`config.mk`:
```
export PLATFORM = sky130hd
export DESIGN_NAME = multi_pop_queue
export DESIGN_NICKNAME = d
export VERILOG_FILES = /design/src/rtl/multi_pop_queue.sv
export SDC_FILE = /design/constraint.sdc
export NUM_CORES = 1
export LEC_CHECK = 0
export CORE_MARGIN = 5
export CORE_UTILIZATION = 35
export CTS_CLUSTER_DIAMETER = 30
export DETAILED_ROUTE_END_ITERATION = 10
export PLACE_DENSITY = 0.54
export SYNTH_ARGS = -nofsm -noshare
export SYNTH_HDL_FRONTEND = slang
export SYNTH_SLANG_ARGS = --single-unit
export TNS_END_PERCENT = 20
```
`constraint.sdc`:
```
create_clock -name clk -period 10.9 [get_ports clk]
set_input_delay 2.18 -clock clk [delete_from_list [all_inputs] [get_ports clk]]
set_output_delay 2.18 -clock clk [all_outputs]
set_load 0.02 [all_outputs]
```
`src/rtl/multi_pop_queue.sv`:
```
// Circular queue with a single-entry push port and a 0..MAX_POP pop port.
// The head MAX_POP entries are presented concatenated, oldest in the MSBs.
module multi_pop_queue #(
  parameter int DATA_W  = 8,
  parameter int DEPTH   = 5,
  parameter int MAX_POP = 2,
  localparam int CNT_W  = $clog2(DEPTH + 1),
  localparam int PW     = $clog2(MAX_POP + 1)
) (
  input  logic                      clk,
  input  logic                      rst,
  input  logic [DATA_W-1:0]         in_data,
  input  logic                      in_valid,
  output logic                      in_ready,
  input  logic [PW-1:0]             pop_req,
  output logic [PW-1:0]             pop_grant,
  output logic [MAX_POP*DATA_W-1:0] out_data,
  output logic [PW-1:0]             out_avail,
  output logic [CNT_W-1:0]          count,
  output logic                      empty,
  output logic                      full,
  input  logic                      flush,
  output logic                      err_ovf,
  output logic                      err_udf
);

  localparam int PTR_W = $clog2(DEPTH);

  logic [DATA_W-1:0] mem      [DEPTH];
  logic [DATA_W-1:0] mem_next [DEPTH];
  logic [PTR_W-1:0]  head;
  logic [PTR_W-1:0]  tail;
  logic [CNT_W-1:0]  req_clamp;
  logic [CNT_W-1:0]  grant_c;
  logic              underflow;
  logic              push_acc;

  // Pointer advance with explicit compare, so DEPTH need not be a power of two.
  function automatic logic [PTR_W-1:0] wrap_add(input logic [PTR_W-1:0] ptr,
                                                input logic [CNT_W-1:0] inc);
    logic [CNT_W:0] sum;
    sum = {{(CNT_W + 1 - PTR_W){1'b0}}, ptr} + {1'b0, inc};
    if (sum >= (CNT_W + 1)'(DEPTH)) begin
      sum = sum - (CNT_W + 1)'(DEPTH);
    end else begin
      sum = sum;
    end
    return sum[PTR_W-1:0];
  endfunction

  assign in_ready  = (count < CNT_W'(DEPTH));
  assign full      = (count == CNT_W'(DEPTH));
  assign empty     = (count == {CNT_W{1'b0}});
  assign push_acc  = in_valid && in_ready && !flush;
  assign pop_grant = PW'(grant_c);

  // Grant: request clamped to MAX_POP, then to the registered occupancy.
  always_comb begin
    req_clamp = CNT_W'(pop_req);
    underflow = 1'b0;
    if (req_clamp > CNT_W'(MAX_POP)) begin
      req_clamp = CNT_W'(MAX_POP);
    end else begin
      req_clamp = req_clamp;
    end
    if (req_clamp > count) begin
      grant_c   = count;
      underflow = 1'b1;
    end else begin
      grant_c   = req_clamp;
    end
  end

  // Next storage contents: zero the popped slots, then write the pushed entry.
  always_comb begin
    for (int j = 0; j < DEPTH; j++) begin
      mem_next[j] = mem[j];
    end
    for (int k = 0; k < MAX_POP; k++) begin
      if (CNT_W'(k) < grant_c) begin
        mem_next[wrap_add(head, CNT_W'(k))] = {DATA_W{1'b0}};
      end else begin
        mem_next[0] = mem_next[0];
      end
    end
    if (push_acc) begin
      mem_next[tail] = in_data;
    end else begin
      mem_next[0] = mem_next[0];
    end
  end

  // Head view and number of valid slots in it.
  always_comb begin
    out_data = {(MAX_POP * DATA_W){1'b0}};
    for (int k = 0; k < MAX_POP; k++) begin
      if (CNT_W'(k) < count) begin
        out_data[(MAX_POP - k) * DATA_W - 1 -: DATA_W] = mem[wrap_add(head, CNT_W'(k))];
      end else begin
        out_data[(MAX_POP - k) * DATA_W - 1 -: DATA_W] = {DATA_W{1'b0}};
      end
    end
    if (count > CNT_W'(MAX_POP)) begin
      out_avail = PW'(MAX_POP);
    end else begin
      out_avail = PW'(count);
    end
  end

  // Storage, pointers and occupancy; a flush drops any concurrent push and pop.
  always_ff @(posedge clk) begin
    if (rst || flush) begin
      head  <= {PTR_W{1'b0}};
      tail  <= {PTR_W{1'b0}};
      count <= {CNT_W{1'b0}};
      for (int j = 0; j < DEPTH; j++) begin
        mem[j] <= {DATA_W{1'b0}};
      end
    end else begin
      head  <= wrap_add(head, grant_c);
      tail  <= push_acc ? wrap_add(tail, CNT_W'(1)) : tail;
      count <= count + CNT_W'(push_acc) - grant_c;
      for (int j = 0; j < DEPTH; j++) begin
        mem[j] <= mem_next[j];
      end
    end
  end

  // Sticky error flags, cleared only by reset.
  always_ff @(posedge clk) begin
    if (rst) begin
      err_ovf <= 1'b0;
      err_udf <= 1'b0;
    end else begin
      err_ovf <= err_ovf | (in_valid & ~in_ready);
      err_udf <= err_udf | underflow;
    end
  end

endmodule

```
==> flow_summary.ini, run 1 <==
[finish]
nets = 441
fin_util_pct = 42.2
drive_gt1_share_pct = 7.06
antennaDiodeCount = 0
fin_area_um2 = 3840
syn2layout_area_growth_pct = 19.2

[synthesis]
synth_edf_count = 0
yosys.cell_types.count = 60
synth.largest_area_cell = dfxtp_1
synth_flop_cell = dfxtp_1
synth_compound_area_share_pct = 31.0
yosys-mux-area-fraction_pct = 6.71
synth_area_leaders = dfxtp_1 32%, mux2i_1 5.9%, ha_1 5.8%
avgSynthCellArea_um2 = 8.60
synth-simple-area-share_pct = 16.3
synthXorXnorAreaFrac_pct = 1.36
synth_async_sr_flop_share_pct = 0
ys_ff_latch = 51
synth_top_family_by_area = compound AO/OA/AOI/OAI gates
ys_top_cells_by_count = 51 x dfxtp_1, 24 x inv_1, 24 x nand2_1, 22 x nor2_1, 20 x nand3_1
ys_seq_area_share_pct = 31.7
synth_area_um2 = 3230
synthAdderAreaFrac_pct = 7.06
synth_cells = 375
netlist.area_leader.share_pct = 31.7
synthesis.nets = 406
yosysMostFrequentCell = dfxtp_1
yosysWarnings = 0

[sta]
tightest_slew_ns = 0.873
relSlewSlack_pct = 41.4
slew_violations = 0
fin_tns_setup_ns = 0
setup_slack_ns = 4.22
period_share_pct = 61.3
finalCriticalPeriod_ns = 6.68
rsz0062_at_grt = no
max_freq_mhz = 150
hold_violations = 0
setup_violations = 0
clock_skew_ns = 0.0125
timing.hold.ws_ns = 0.485

[grt]
antenna_found_initial = 0
grt_max_degree = 29
grt_use_total_pct = 17.9
grt_pass1_wl_mm = 16.0
grt_overflow_total = 0
grt_pass1_vias = 2908

[worst_setup_path]
critPathMaxFanout = 7
critPathBufInv = 2
required_ns = 8.72
critPathKind = input pin to output pin
path_common_cell = clkdlybuf4s50_1
worstPathArrival_ns = 4.50
slowest_stage = clkdlybuf4s50_1
path_cells = clkdlybuf4s50_1 -> nand2b_1 -> ha_1 -> a21oi_1 -> o21ai_2 -> mux2i_1 -> clkdlybuf4s50_1
crit_family = buffers and inverters
cp-start-kind = input pin
endpoint_kind = output pin
critPathMaxStageDelay_ns = 0.67

[routing]
first_iter_violations = 181
drt-pass1-iter-count = 4
antenna_left = 0
routed_wl_mm = 9.92
vias_per_cell = 5.65
drc = 0
vias = 2950
routedWlPerCell_um = 19.0

[place]
gp_congestion = 0.811
port_buffers = 41
dp_slack_ns = 4.22
place_area_um2 = 3710
hpwlAfterDp_mm = 6.89

[clock_tree]
postCtsResizedCells = 0
clockRootBuffer = clkbuf_8
cts_tree = done
cts_hold_buf = 0
clk_latency_ns = 0.31
postCtsSetupBuffers = 0
clk_path_buf_depth = 2
cts_max_level = 2
cts_buffers = 5
cts_sinks = 51
cts.clk_slew.worst_paths_ns = 0.09

[die]
io_pins = 42
fp.dieArea_um2 = 11200
start_util_pct = 35.4
die_x_um = 106
die_h_um = 106
core.rowCount = 35
fp.coreArea_um2 = 9110

[run_status]
status = complete, no violations

[worst_hold_path]
hold_class = register to register

[power]
ir_drop_mv = 0.0734
powerDensity_nw_per_um2 = 240
p_leak_nw = 1.41

[flow_run]
cap_viol_max_count = 0
metrics by stage:
stage	power [mW]	cells
after floorplan	0.608	375
after global placement	0.758	514
after detailed placement	0.764	514
after CTS	0.923	522
after global routing	0.979	522
final	0.921	522
sequential cells by signal (all words and copies together), names as in the netlist:
name and count:
tail 3, err_ovf 1, err_udf 1, mem 40, count 3, head 3
worst paths after layout:
| check | startpoint | to | slack (ns) | depth (start not counted) |
|---|---|---|---|---|
| worst max-delay path | pop_req[1] | pop_grant[0] | 4.22 | 7 |
| worst min-delay path | mem[0][5] | mem[0][5] | 0.49 | 2 |
| worst max register to register | count[1] | head[1] | 6.88 | 14 |
| worst min register to register | mem[0][5] | mem[0][5] | 0.49 | 2 |
placed cells by master, fill, tap and decap left out, types with 5 or more instances in the layout:
cell type	instances
nor3_1	5
o32ai_1	16
nor3b_1	5
inv_1	24
mux2i_1	19
o22ai_1	15
o21ai_1	9
a21oi_1	17
nand3_1	20
a22o_1	16
xnor2_1	5
nand2_1	24
clkbuf_8	5
ha_1	15
clkdlybuf4s50_1	41
o21ai_0	19
a211oi_1	8
a21boi_0	7
dfxtp_1	51
nor2_1	22
cells by family after synthesis:
family,count (synthesis)
buffers and inverters,42
adder cells (fa/ha/maj),17
AND/OR/NAND/NOR,103
XOR/XNOR,5
flip-flops,51
AO/OA/AOI/OAI,135
other,1
multiplexers,21
tightest hold or removal path: stages (launching register included):
cell	delay [ns]
dfxtp_1	0.33
inv_1	0.06
o21ai_1	0.06
final cells by class:
class | instances | area, um2
inverter | 25 | 93.8
clock buffer | 6 | 72.6
sequential | 51 | 1020
multi-input combinational | 282 | 2020
clock inverter | 2 | 60.1
timing repair buffer | 45 | 440
tap | 111 | 139
fill | 923 | 5270
per-layer routing:
layer | global-route usage [%] | wire length, um | up-vias
met5 | 0 | 0 | -
met4 | 5.74 | 126 | 0
met3 | 3.52 | 677 | 9
met2 | 28.7 | 4660 | 83
met1 | 24.2 | 4460 | 1378
li1 | - | - | 1480
report_power, final:
| part | total, mW | switching [mW] | internal, mW |
|---|---|---|---|
| sequential | 0.222 | 0.0267 | 0.196 |
| combinational | 0.542 | 0.329 | 0.213 |
| clock | 0.156 | 0.0645 | 0.0918 |
Note: power is estimated with default switching activity, not from simulation.
==> run 2, diff against run 1 <==
==> constraint.sdc (replaced) <==
create_clock -name clk -period 6.2 [get_ports clk]
set_input_delay 1.24 -clock clk [delete_from_list [all_inputs] [get_ports clk]]
set_output_delay 1.24 -clock clk [all_outputs]
set_load 0.02 [all_outputs]
==> run 2 against run 1 <==
Critical path depth is 1 higher. Count of clock-buffer cells in the layout stayed put. Register-to-register slack worse by 4.7 ns. Combinational power is 76% higher. Clock skew is 0.0065 ns lower. Worst hold slack worse by 0.0043 ns. Final area is 0.88% lower. Worst setup slack worse by 3.1 ns. First-iteration DRC count is 1.7% lower. Clock power is 32% higher. Critical path type is now register to output pin.
==> flow_summary.ini, run 2 (synthesis gave the netlist of run 1 again) <==
[sta]
timing.hold.ws_ns = 0.481
hold_violations = 0
setup_violations = 0
max_freq_mhz = 197
period_share_pct = 81.9
tightest_slew_ns = 0.830
relSlewSlack_pct = 44.6
fin_tns_setup_ns = 0
finalCriticalPeriod_ns = 5.08
rsz0062_at_grt = no
clock_skew_ns = 0.00596
slew_violations = 0

[worst_setup_path]
cp-start-kind = register
critPathKind = register to output pin
worstPathArrival_ns = 3.84
required_ns = 4.96
critPathMaxStageDelay_ns = 0.75
crit_family = compound AO/OA/AOI/OAI gates
slowest_stage = dfxtp_1
endpoint_kind = output pin
path_cells = inv_1 -> ha_1 -> nor2b_1 -> nand2b_1 -> a21o_1 -> o22ai_1 -> a2111oi_0 -> clkdlybuf4s50_1
critPathMaxFanout = 23
critPathBufInv = 2

[power]
internal_power_mw = 0.813
p_leak_nw = 1.39
combPwrFrac_pct = 61.6
p_clk_share_pct = 13.3
swShare_pct = 47.6
powerDensity_nw_per_um2 = 407
seqPwrFrac_pct = 25.1
switchingPower_mw = 0.737
power.total_mw = 1.55
ir_drop_mv = 0.125

[place]
hpwlAfterDp_mm = 6.94
post-place-cells = 515
port_buffers = 41
gp_congestion = 0.824

[die]
fp.dieArea_um2 = 11200
fp.coreArea_um2 = 9110
die_h_um = 106
core.rowCount = 35
start_util_pct = 35.4
die_x_um = 106
io_pins = 42

[finish]
antennaDiodeCount = 0
largest-register = mem
fin_cells = 522
fin_util_pct = 41.8
final_common_cell = dfxtp_1
final_cell_mix = 51 x dfxtp_1, 41 x clkdlybuf4s50_1, 24 x inv_1, 24 x nand2_1, 22 x nor2_1
nets = 442
largest_register_ffs = 40
syn2layout_area_growth_pct = 18.1
drive_gt1_share_pct = 7.30

[grt]
grt_max_degree = 29
grt_overflow_total = 0
grt_pass1_wl_mm = 15.7
antenna_found_initial = 0
grt_pass1_vias = 2828
grt_use_total_pct = 17.7

[routing]
drc = 0
drt-pass1-iter-count = 6
vias = 3038
routedWlPerCell_um = 18.9
vias_per_cell = 5.82
first_iter_violations = 178
routed_wl_mm = 9.86
antenna_left = 0

[worst_hold_path]
hold_class = register to register

[clock_tree]
cts_sinks = 51
postCtsResizedCells = 0
clockRootBuffer = clkbuf_8
cts_tree = done
clk_path_buf_depth = 2
cts.clk_slew.worst_paths_ns = 0.09
postCtsSetupBuffers = 0
cts_buffers = 5
clk_latency_ns = 0.31
cts_hold_buf = 0
cts_max_level = 2

[flow_run]
cap_viol_max_count = 0

[run_status]
status = complete, no violations
## run 2: changes by cell type in the layout (fill, tap and decap cells not counted), sizes merged
cell    before  now
bufinv       2    0
buf          4    5
inv         25   26
## run 2: power by group through the flow
stage	Clock [mW]	Combinational, mW	Sequential (mW)
2_1_floorplan	0	0.691	0.377
3_3_place_gp	0	0.939	0.396
3_5_place_dp	0	0.947	0.396
4_1_cts	0.212	0.951	0.389
5_1_grt	0.226	1.03	0.395
6_report	0.206	0.955	0.389
## run 2: path summary, 6_finish.rpt
check	startpoint	end	slack [ns]	cells after the start
setup / recovery	head[0]	out_data[12]	1.12	8
hold / removal	err_udf	err_udf	0.48	2
setup reg to reg	count[1]	head[1]	2.21	14
hold reg to reg	err_udf	err_udf	0.48	2
## run 2: final cells by class
class	instances	area, um2
inverter	25	93.8
clock inverter	1	8.76
sequential	51	1020
fill	930	5300
tap	111	139
multi-input combinational	282	2020
clock buffer	6	82.6
timing repair buffer	46	448
## run 2: worst min-delay path, cell delays in order (launching register included)
cell and delay (ns):
dfxtp_1 0.34, inv_1 0.05, a21oi_1 0.05
## run 2: routing by layer
metal / vias up / share of wire, % / global-route usage (%)
li1: 1478 / - / -
met1: 1438 / 46 / 24.8
met2: 110 / 46 / 27.8
met3: 12 / 6.1 / 2.85
met4: 0 / 1.8 / 5.46
met5: - / 0 / 0
## run 2: metrics by stage
step           setup WS [ns]  cell area, um2
2_1_floorplan           1.52            3230
3_3_place_gp            1.15            3720
3_5_place_dp            1.07            3720
4_1_cts                 1.09            3810
5_1_grt                0.818            3810
6_report                1.12            3810
==> run 3, diff against run 2 <==
--- a/config.mk
+++ b/config.mk
@@ -9,7 +9,7 @@
 export CORE_UTILIZATION = 35
 export CTS_CLUSTER_DIAMETER = 30
 export DETAILED_ROUTE_END_ITERATION = 10
-export PLACE_DENSITY = 0.54
+export PLACE_DENSITY = 0.56
 export SYNTH_ARGS = -nofsm -noshare
 export SYNTH_HDL_FRONTEND = slang
 export SYNTH_SLANG_ARGS = --single-unit
==> constraint.sdc (replaced) <==
create_clock -name clk -period 4.6 [get_ports clk]
set_input_delay 0.92 -clock clk [delete_from_list [all_inputs] [get_ports clk]]
set_output_delay 0.92 -clock clk [all_outputs]
set_load 0.02 [all_outputs]
==> run 3 against run 2 <==
Sequential power up 28%. Largest power group unchanged. Worst setup slack lost 0.94 ns. Critical path depth grew 1. Sequential cell count unchanged. Via count is 2.3% higher. Count of clock-buffer cells in the layout down 1. First-iteration DRC count grew 15%. Wire length grew 2.9%. Core utilization up 0.96 points.
==> flow_summary.ini, run 3 (synthesis gave the netlist of run 1 again) <==
[finish]
fin_util_pct = 42.8
syn2layout_area_growth_pct = 20.8
nets = 454
multiInputGateArea_um2 = 2020
ff_latch_area_um2 = 1020
final_cell_mix = 51 x dfxtp_1, 41 x clkdlybuf4s50_1, 24 x inv_1, 24 x nand2_1, 22 x nor2_1
drive_gt1_share_pct = 10.1
largest-register = mem
n_fill_cell = 915
final_common_cell = dfxtp_1
largest_register_ffs = 40
antennaDiodeCount = 0

[sta]
finalCriticalPeriod_ns = 4.42
slew_violations = 0
relSlewSlack_pct = 41.1
max_freq_mhz = 226
rsz0062_at_grt = no
setup_violations = 0
fin_tns_setup_ns = 0
period_share_pct = 96.0
clock_skew_ns = 0.0134
hold_violations = 0
tightest_slew_ns = 0.880

[worst_setup_path]
critPathKind = register to output pin
worstPathArrival_ns = 3.50
cp-start-kind = register
reg2reg_slack_ns = 0.84
critPathMaxFanout = 11
endpoint_kind = output pin
worstSetupStartpoint = head[1]
required_ns = 3.68
r2r-start = count[1]

[die]
core.rowCount = 35
die_x_um = 106
io_pins = 42
die_h_um = 106
start_util_pct = 35.4
fp.coreArea_um2 = 9110
fp.dieArea_um2 = 11200

[clock_tree]
postCtsResizedCells = 0
clockRootBuffer = clkbuf_8
cts_tree = done
clk_latency_ns = 0.32
cts_max_level = 2
clk_path_buf_depth = 2
postCtsSetupBuffers = 0
cts_sinks = 51
cts_buffers = 5
cts_hold_buf = 0
cts.clk_slew.worst_paths_ns = 0.10

[power]
p_leak_nw = 1.44
ir_drop_mv = 0.193
power.total_mw = 2.17
powerDensity_nw_per_um2 = 556

[grt]
grt_overflow_total = 0
antenna_found_initial = 0
grt_pass1_wl_mm = 15.8
grt_use_total_pct = 17.9
grt_max_degree = 26
grt_pass1_vias = 2903

[worst_hold_path]
hold_class = register to register
min_from = err_udf

[routing]
vias = 3107
antenna_left = 0
routedWlPerCell_um = 19.0
drt-pass1-iter-count = 5
drc = 0
first_iter_violations = 204
vias_per_cell = 5.81
routed_wl_mm = 10.1

[place]
port_buffers = 41
gp_congestion = 0.907
hpwlAfterDp_mm = 7.03

[run_status]
status = complete, no violations

[flow_run]
cap_viol_max_count = 0
run 3: cell types whose count changed in the layout (fill, tap and decap cells not counted), sizes merged:
cell | previous run | this run
clkinvlp | 0 | 2
clkinv | 0 | 1
clkbuf | 6 | 5
inv | 26 | 25
buf | 5 | 17
run 3: critical path, stage by stage, from the launching register on:
cell,delay [ns]
dfxtp_1,0.50
inv_1,0.19
ha_1,0.43
nor2b_1,0.21
nand2b_1,0.09
a21o_1,0.38
o22ai_1,0.13
a2111oi_0,0.46
buf_4,0.19
clkdlybuf4s50_1,0.60
run 3: final timing paths:
check	to	cells after the start
worst min register to register	err_udf	2
worst max-delay path	out_data[12]	9
worst min-delay path	err_udf	2
worst max register to register	head[1]	14
run 3: through the flow:
| step | area [um2] | setup WS [ns] | hold WS [ns] | instances |
|---|---|---|---|---|
| 3_3_place_gp | 3810 | 0.0537 | 0.439 | 527 |
| 2_1_floorplan | 3230 | 0.236 | 0.445 | 375 |
| 6_report | 3900 | 0.183 | 0.465 | 535 |
| 3_5_place_dp | 3810 | -0.0716 | 0.451 | 527 |
| 5_1_grt | 3900 | 0.0117 | 0.483 | 535 |
| 4_1_cts | 3900 | 0.227 | 0.470 | 535 |
run 3: per-layer routing:
layer / global-route usage (%) / wire, um
met5: 0 / 0
met4: 4.90 / 163
met3: 2.31 / 613
met2: 28.8 / 4710
met1: 25.1 / 4650
run 3: final cells by class:
class / instances / share of cell area (%)
multi-input cells: 282 / 51.7
flip-flops and latches: 51 / 26.2
repair buffers: 58 / 13.8
well taps: 111 / 3.56
inverters: 25 / 2.41
clock buffers: 5 / 1.77
clock inverters: 3 / 0.514
run 3: report_power, final:
group          internal (mW)  switching (mW)
Clock                  0.106           0.164
Sequential             0.464          0.0338
Combinational          0.565           0.834
